### config.mk
export PLATFORM = sky130hd
export DESIGN_NAME = debouncer
export DESIGN_NICKNAME = d
export VERILOG_FILES = /design/src/rtl/debounce_pkg.sv /design/src/rtl/sync_chain.sv /design/src/rtl/debouncer.sv
export SDC_FILE = /design/constraint.sdc
export NUM_CORES = 1
export LEC_CHECK = 0
export CAP_MARGIN = 30
export CORE_ASPECT_RATIO = 1.4
export CORE_UTILIZATION = 42
export DETAILED_ROUTE_END_ITERATION = 10
export SLEW_MARGIN = 10
export SYNTH_ARGS = -nofsm -noshare
export SYNTH_HDL_FRONTEND = slang
export SYNTH_SLANG_ARGS = --single-unit
### constraint.sdc
create_clock -name clk -period 3.32 [get_ports clk]
set_clock_uncertainty 0.05 [all_clocks]
set_input_delay 0.996 -clock clk [delete_from_list [all_inputs] [get_ports clk]]
set_output_delay 0.996 -clock clk [all_outputs]
set_load 0.03 [all_outputs]
### src/rtl/debounce_pkg.sv
// Shared definitions for the input debouncer: FSM state encodings and a
// helper that decodes the debounced level from a state.
package debounce_pkg;

    typedef enum logic [1:0] {
        S_LOW      = 2'd0,
        S_LOW_CHK  = 2'd1,
        S_HIGH     = 2'd2,
        S_HIGH_CHK = 2'd3
    } state_e;

    // The accepted level stays high while a falling change is still being checked.
    function automatic logic is_high_state(input state_e st);
        return (st == S_HIGH) || (st == S_HIGH_CHK);
    endfunction

endpackage

### src/rtl/sync_chain.sv
// Multi-flop synchroniser for a slow asynchronous level. All stages clear to 0
// on reset; the output is the last stage. Also used on the trigger path of the
// pulse lengthener.
module sync_chain #(
    parameter int STAGES = 32'd2
) (
    input  logic clk,
    input  logic rst,
    input  logic in_i,
    output logic out_o
);

    logic [STAGES-1:0] sync_q;

    // Shift the raw input through the synchroniser flops.
    always_ff @(posedge clk) begin
        if (rst) begin
            sync_q <= '0;
        end else begin
            sync_q <= {sync_q[STAGES-2:0], in_i};
        end
    end

    assign out_o = sync_q[STAGES-1];

endmodule

### src/rtl/debouncer.sv
// Debouncer: synchronises a noisy asynchronous level, accepts a change only
// after DEBOUNCE_CYCLES consecutive stable samples, and produces a clean
// level, one-cycle rise/fall strobes and a saturating count of accepted rises.
module debouncer
    import debounce_pkg::*;
#(
    parameter int unsigned DEBOUNCE_CYCLES = 32'd1 << 20,
    parameter int          SYNC_STAGES     = 32'd3,
    parameter int          CNT_WIDTH       = 32'd16
) (
    input  logic                 clk,
    input  logic                 rst,
    input  logic                 in_async,
    input  logic                 clr_events,
    output logic                 level,
    output logic                 rise,
    output logic                 fall,
    output logic [CNT_WIDTH-1:0] events
);

    localparam int            DCNT_W    = $clog2(DEBOUNCE_CYCLES) + 32'd1;
    localparam [DCNT_W-1:0]   DCNT_LOAD = DCNT_W'(DEBOUNCE_CYCLES - 32'd1);

    logic                 sync_s;
    state_e               state_q, state_d;
    logic [DCNT_W-1:0]    dcnt_q, dcnt_d;
    logic                 level_q, level_d;
    logic                 rise_q, rise_d;
    logic                 fall_q, fall_d;
    logic [CNT_WIDTH-1:0] events_q, events_d;

    sync_chain #(
        .STAGES (SYNC_STAGES)
    ) u_sync (
        .clk   (clk),
        .rst   (rst),
        .in_i  (in_async),
        .out_o (sync_s)
    );

    // Debounce FSM: a change is accepted once the count of stable samples expires.
    always_comb begin
        state_d = state_q;
        dcnt_d  = dcnt_q;
        rise_d  = 1'b0;
        fall_d  = 1'b0;
        case (state_q)
            S_LOW: begin
                if (sync_s) begin
                    state_d = S_LOW_CHK;
                    dcnt_d  = DCNT_LOAD;
                end else begin
                    state_d = S_LOW;
                end
            end
            S_LOW_CHK: begin
                if (!sync_s) begin
                    state_d = S_LOW;
                end else if (dcnt_q == '0) begin
                    state_d = S_HIGH;
                    rise_d  = 1'b1;
                end else begin
                    dcnt_d = dcnt_q - DCNT_W'(32'd1);
                end
            end
            S_HIGH: begin
                if (!sync_s) begin
                    state_d = S_HIGH_CHK;
                    dcnt_d  = DCNT_LOAD;
                end else begin
                    state_d = S_HIGH;
                end
            end
            S_HIGH_CHK: begin
                if (sync_s) begin
                    state_d = S_HIGH;
                end else if (dcnt_q == '0) begin
                    state_d = S_LOW;
                    fall_d  = 1'b1;
                end else begin
                    dcnt_d = dcnt_q - DCNT_W'(32'd1);
                end
            end
            default: begin
                state_d = S_LOW;
                dcnt_d  = '0;
            end
        endcase
        level_d = is_high_state(state_d);
    end

    // Accepted-rise counter, driven from the registered strobe so a clear
    // issued while rise is visible still counts that rise.
    always_comb begin
        events_d = events_q;
        if (clr_events && rise_q) begin
            events_d = CNT_WIDTH'(32'd1);
        end else if (clr_events) begin
            events_d = '0;
        end else if (rise_q && (events_q != '1)) begin
            events_d = events_q + CNT_WIDTH'(32'd1);
        end else begin
            events_d = events_q;
        end
    end

    // State, counter and registered outputs.
    always_ff @(posedge clk) begin
        if (rst) begin
            state_q  <= S_LOW;
            dcnt_q   <= '0;
            level_q  <= 1'b0;
            rise_q   <= 1'b0;
            fall_q   <= 1'b0;
            events_q <= '0;
        end else begin
            state_q  <= state_d;
            dcnt_q   <= dcnt_d;
            level_q  <= level_d;
            rise_q   <= rise_d;
            fall_q   <= fall_d;
            events_q <= events_d;
        end
    end

    assign level  = level_q;
    assign rise   = rise_q;
    assign fall   = fall_q;
    assign events = events_q;

endmodule

==> summary.txt, run 1 <==
Syn avg cell area -> 9.01 um2
Syn. warnings -> 0
Post-route setup slack -> 0.759 ns
Root Buffer -> clkbuf_8
Vias in the first global route -> 1,627
First-pass GRT wire length -> 7270 um
Clk_lat worst skew -> 0.29 ns
CP Class -> flop to primary output
EDFF count, synth -> 0
Avg WL per Cell -> 12.8 um
Max clock buf depth -> 2
H-tree levels -> 2
Final HPWL DP -> 2960 um
Final setup vio count -> 0
Core Area -> 4920 um2
Vias -> 1,733
Initial Util -> 0.443
TritonCTS clock tree -> done
Clock Sinks -> 44
Post-Synthesis Cell Area -> 2180 um2
Critical path's top delay family -> buffers and inverters
Startpoint Class -> flop
Slew @ Worst Pin -> 0.900 ns
Drt total wl -> 4190 um
Slowest CP cell -> clkdlybuf4s50_1
# hold bufs at CTS -> 0
Max Fclk -> 390 MHz
Cell Count, Final, Fillers Out -> 327
Ports -> 23
CP Capture Type -> primary output
Buf/Inv on CP -> 1
Most common cell after layout, fill and taps aside -> dfxtp_1
# fillers -> 470
Die Ht -> 87.2 um
Syn-to-layout area delta -> 17.3%
M2 GR Usage -> 0.316
Commonest cells after routing, fill and taps aside -> 44 x dfxtp_1, 26 x a21oi_1, 25 x nor2_1
Largest net degree at the start of global routing -> 30
Post-synthesis register bit count -> 44
Critical Path RT -> 2.27 ns
Port-buffer cells -> 22
GR Overflow Total -> 0
Vias/cell -> 5.30
Post-route clock period utilization -> 0.771
GR peak layer -> met2
All-Layer GR Usage -> 0.166
Drt pass-1 iters -> 4
Number of max-cap violations -> 0
Final Hold Viols -> 0
Initial antenna violation count -> 0
Rel. slew slack -> 0.395
Worst R2R Setup Slack -> 1.14 ns
Min Tclk post-route -> 2.56 ns
DP Worst Slack -> 1.08 ns
Post-CTS Setup Bufs -> 0
Status -> finished, final reports clean
Antenna Violating Nets Remaining -> 0
CP Data Arrival Time -> 1.51 ns
Placed Area -> 2450 um2
GP Congestion -> 0.763
Post_cts resized -> 0
CTS clk-pin slew, worst paths -> 0.09 ns
Placed insts -> 319
Synth Instances -> 242
Met1 Resource Use GR -> 0.177
Top_reg_cell synth -> dfxtp_1
Worst path max stage delay -> 0.73 ns
Syn nets -> 248
Sequential share of the synthesized area -> 0.404
Post-synth ARST share -> 0
TNS Setup -> 0 ns
Die ar. -> 5490 um2
Fin area -> 2560 um2
Chip Width -> 62.9 um
M3 GR Usage -> 0.0366
Pwr Density -> 425 nW/um2
Crit-path cells -> clkdlybuf4s50_1
# DRC -> 0
Maximum VDD drop -> 0.234 mV
Leak -> 0.000810 uW
Num rows -> 30
Hold/Removal Path Class -> flop to flop
Total CTS buffers -> 5
RSZ-0062 raised after global routing -> no
DR iter-0 viols -> 60
Worst Path Max Fanout -> 9
Netlist cell types -> 44
# diodes -> 0
Slew Viols, Final -> 0
Layout cells sized above 1 -> 0.0875
Nets -> 268
per-layer routing:
layer	part of all wire	routed length [um]	up-vias
met5	0	0	-
met4	0.015	63	0
met3	0.024	102	6
met2	0.51	2150	22
met1	0.45	1870	796
li1	-	-	909
worst reg2reg max path, delay by kind of cell, from the launching register on:
| family | cells | cell delay, ns |
|---|---|---|
| flip-flops | 1 | 0.36 |
| AO/OA/AOI/OAI | 2 | 0.48 |
| AND/OR/NAND/NOR | 2 | 0.96 |
| XOR/XNOR | 1 | 0.18 |
flip-flops by register name (all words and copies together) (netlist names):
signal,count
state_q,2
u_sync.sync_q,3
dcnt_q,21
fall,1
rise,1
events,16
power by group:
| group | leakage, uW | internal (uW) | total [uW] | switching [uW] |
|---|---|---|---|---|
| clock | 0.0000541 | 223 | 404 | 181 |
| sequential | 0.000357 | 545 | 567 | 21.5 |
| combinational | 0.000399 | 46.6 | 116 | 69.2 |
| total | 0.000810 | 814 | 1090 | 272 |
metrics by stage:
| stage | power [uW] | utilization | hold slack, ns |
|---|---|---|---|
| after floorplan | 675 | - | 0.364 |
| after global placement | 694 | 0.497 | 0.368 |
| after detailed placement | 695 | 0.497 | 0.380 |
| after CTS | 1100 | 0.520 | 0.400 |
| after global routing | 1140 | 0.520 | 0.422 |
| final | 1090 | 0.520 | 0.390 |
cell type report:
type / instances / area, um2 / area share
clock buffer: 5 / 68.8 / 0.0269
multi-input combinational: 181 / 1230 / 0.481
sequential: 44 / 881 / 0.344
timing repair buffer: 23 / 228 / 0.0890
tap: 64 / 80.1 / 0.0313
clock inverter: 3 / 42.5 / 0.0166
inverter: 7 / 26.3 / 0.0103
logic make-up (layout without fill, tap and decap cells):
family	after synthesis	in the layout	share of synthesized area
simple gates	97	97	0.276
xor+xnor	32	32	0.132
fa+ha+maj	2	2	0.0115
compound gates	47	47	0.132
mux	3	3	0.0138
buf+inv	17	38	0.0310
flops	44	44	0.404
path summary, 6_finish.rpt:
path	depth (start not counted)	to	start
setup / recovery	1	rise	rise
hold / removal	1	u_sync.sync_q[2]	u_sync.sync_q[1]
setup reg to reg	5	dcnt_q[7]	dcnt_q[6]
hold reg to reg	1	u_sync.sync_q[2]	u_sync.sync_q[1]
cells in the mapped netlist, types with 2 or more instances:
cell	count	share of area
and4_1	2	0.0080
nor4_2	2	0.011
mux2i_1	3	0.014
nand2_1	10	0.017
nand3_1	8	0.018
nor4b_1	5	0.020
nand4_1	5	0.014
nor4_1	6	0.017
xnor2_1	23	0.092
dfxtp_1	44	0.40
a31oi_1	2	0.0057
a21oi_1	26	0.060
and3_1	6	0.017
clkbuf_1	9	0.015
a211oi_1	3	0.010
xor2_1	8	0.032
nor3_1	9	0.021
nor4_4	2	0.020
nor2b_1	3	0.0086
nor2_1	25	0.043
o211ai_1	4	0.014
or3_1	3	0.0086
o21ai_0	6	0.014
ha_1	2	0.011
inv_1	7	0.012
Note: power is estimated with default switching activity, not from simulation.
==> run 2: changes to the inputs <==
==> constraint.sdc (replaced) <==
create_clock -name clk -period 2.1 [get_ports clk]
set_clock_uncertainty 0.05 [all_clocks]
set_input_delay 0.63 -clock clk [delete_from_list [all_inputs] [get_ports clk]]
set_output_delay 0.63 -clock clk [all_outputs]
set_load 0.03 [all_outputs]
==> run 2 against run 1 <==
Effect of this change: first-iteration DRC count is 8.3% higher; design area grew 4.1%; count of clock-buffer cells in the layout is the same; critical path type unchanged.
==> summary.txt, run 2 (synthesized netlist as in run 1, its figures left out) <==
Total CTS buffers -> 5 (unchanged)
Drt total wl -> 4270 um (+2.0%)
Max Fclk -> 506 MHz
Layout cells sized above 1 -> 0.137 (+0.0492)
Clock Sinks -> 44 (unchanged)
TritonCTS clock tree -> done
Drt pass-1 iters -> 4 (unchanged)
Pwr Density -> 619 nW/um2 (+46%)
Antenna Violating Nets Remaining -> 0 (unchanged)
CP Class -> flop to primary output
Nets -> 283 (+5.6%)
Critical path's top delay family -> buffers and inverters
Buf/Inv on CP -> 1 (unchanged)
Initial Util -> 0.443 (unchanged)
Vias -> 1,780 (+2.7%)
Most common cell after layout, fill and taps aside -> dfxtp_1
Die ar. -> 5490 um2 (unchanged)
Final HPWL DP -> 3080 um (+4.2%)
Rel. slew slack -> 0.739 (+0.344)
Avg WL per Cell -> 12.5 um (-2.5%)
Worst path max stage delay -> 0.66 ns (-0.07 ns)
CTS clk-pin slew, worst paths -> 0.09 ns (about the same)
CP Data Arrival Time -> 1.30 ns (-0.21 ns)
First-pass GRT wire length -> 7630 um (+5.0%)
Number of max-cap violations -> 0 (unchanged)
Status -> finished, final reports clean
Post-CTS Setup Bufs -> 0 (unchanged)
Maximum VDD drop -> 0.477 mV (+100%)
Hold/Removal Path Class -> flop to flop
Max clock buf depth -> 2 (unchanged)
# diodes -> 0 (unchanged)
Die Ht -> 87.2 um (unchanged)
GR Overflow Total -> 0 (unchanged)
DR iter-0 viols -> 65 (+8.3%)
Syn-to-layout area delta -> 22.2%
Clk_lat worst skew -> 0.30 ns (about the same)
DP Worst Slack -> 0.188 ns (-0.888 ns)
H-tree levels -> 2 (unchanged)
Util after Layout -> 0.541 (+0.0214)
# DRC -> 0 (unchanged)
All-Layer GR Usage -> 0.175 (+0.00907)
Port-buffer cells -> 22 (unchanged)
Chip Width -> 62.9 um (unchanged)
TNS Setup -> 0 ns (unchanged)
GP Congestion -> 0.782 (+2.4%)
Depth of the most critical reg-to-reg path -> 5 (unchanged)
Largest net degree at the start of global routing -> 17 (-43%)
Commonest cells after routing, fill and taps aside -> 44 x dfxtp_1, 26 x a21oi_1, 25 x nor2_1
RSZ-0062 raised after global routing -> no
Top reg by flops -> dcnt_q
Crit-path cells -> clkdlybuf4s50_1
Startpoint Class -> flop
Hold path depth -> 1 (unchanged)
Vias in the first global route -> 1,754 (+7.8%)
Leak -> 0.00110 uW (+36%)
Max reg flops -> 21 (unchanged)
Vias/cell -> 5.20 (-1.8%)
CP Capture Type -> primary output
Placed Area -> 2560 um2 (+4.6%)
Initial antenna violation count -> 0 (unchanged)
Fin area -> 2660 um2 (+4.1%)
Worst Path Max Fanout -> 2 (-7)
Slew Viols, Final -> 0 (unchanged)
Post-route clock period utilization -> 0.941
Min Hold Slack -> 0.396 ns (+0.00613 ns)
Ports -> 23 (unchanged)
Slew @ Worst Pin -> 0.388 ns (-0.512 ns)
Critical Path RT -> 1.42 ns (-0.85 ns)
Stages on worst setup path -> 1 (unchanged)
Min Tclk post-route -> 1.98 ns
Core Area -> 4920 um2 (unchanged)
Slowest CP cell -> clkdlybuf4s50_1
Post-route setup slack -> 0.125 ns (-0.635 ns)
Num rows -> 30 (unchanged)
Final Hold Viols -> 0 (unchanged)
Root Buffer -> clkbuf_8
Final setup vio count -> 0 (unchanged)
## run 2: cell count changes in the layout (fill, tap and decap cells not counted), sizes merged
cell and change:
dlygate4sd2 +7, clkinv +2, dlymetal6s2s +10, clkdlybuf4s50 -17
bufinv -1, buf +15, clkinvlp -1
## run 2: layout make-up
| type | instances | area, um2 |
|---|---|---|
| inverter | 7 | 26.3 |
| tap | 64 | 80.1 |
| multi-input combinational | 181 | 1230 |
| timing repair buffer | 38 | 357 |
| sequential | 44 | 881 |
| clock inverter | 3 | 18.8 |
| fill | 463 | 2250 |
| clock buffer | 5 | 68.8 |
## run 2: worst paths after layout
check	start	to	slack (ns)
max	events[13]	events[13]	0.12
min	u_sync.sync_q[1]	u_sync.sync_q[2]	0.40
max reg2reg	rise	events[15]	0.19
min reg2reg	u_sync.sync_q[1]	u_sync.sync_q[2]	0.40
## run 2: layer usage
metal / routed length [um] / vias to the layer above / global-route usage
met1: 1890 / 814 / 0.188
met4: 29 / 0 / 0.0613
met3: 130 / 2 / 0.0366
met5: 0 / - / 0
met2: 2220 / 27 / 0.332
li1: - / 937 / -
## run 2: power breakdown
| part | leakage [uW] | internal [uW] | switching [uW] | total [uW] |
|---|---|---|---|---|
| registers | 0.000357 | 862 | 33.2 | 895 |
| logic | 0.000693 | 102 | 118 | 220 |
| clock network | 0.0000479 | 232 | 299 | 532 |
| total | 0.00110 | 1200 | 451 | 1650 |
## run 2: timing repair
item                       in CTS  in global routing
hold buffers                    0                  0
gates resized for setup         7                 10
pin swaps                       0                  0
setup endpoints to repair       7                 10
## run 2: through the flow
step	power [uW]	cells
after global routing	1730	342
after floorplan	1070	242
after CTS	1660	342
after global placement	1130	334
final	1650	342
after detailed placement	1130	334
==> run 3: changes to the inputs <==
--- a/config.mk
+++ b/config.mk
@@ -8,6 +8,7 @@
 export CAP_MARGIN = 30
 export CORE_ASPECT_RATIO = 1.4
 export CORE_UTILIZATION = 42
+export CTS_CLUSTER_SIZE = 30
 export DETAILED_ROUTE_END_ITERATION = 10
 export SLEW_MARGIN = 10
 export SYNTH_ARGS = -nofsm -noshare
==> results of run 3 <==
No change in the layout: final DEF, timing and power equal those of run 2.
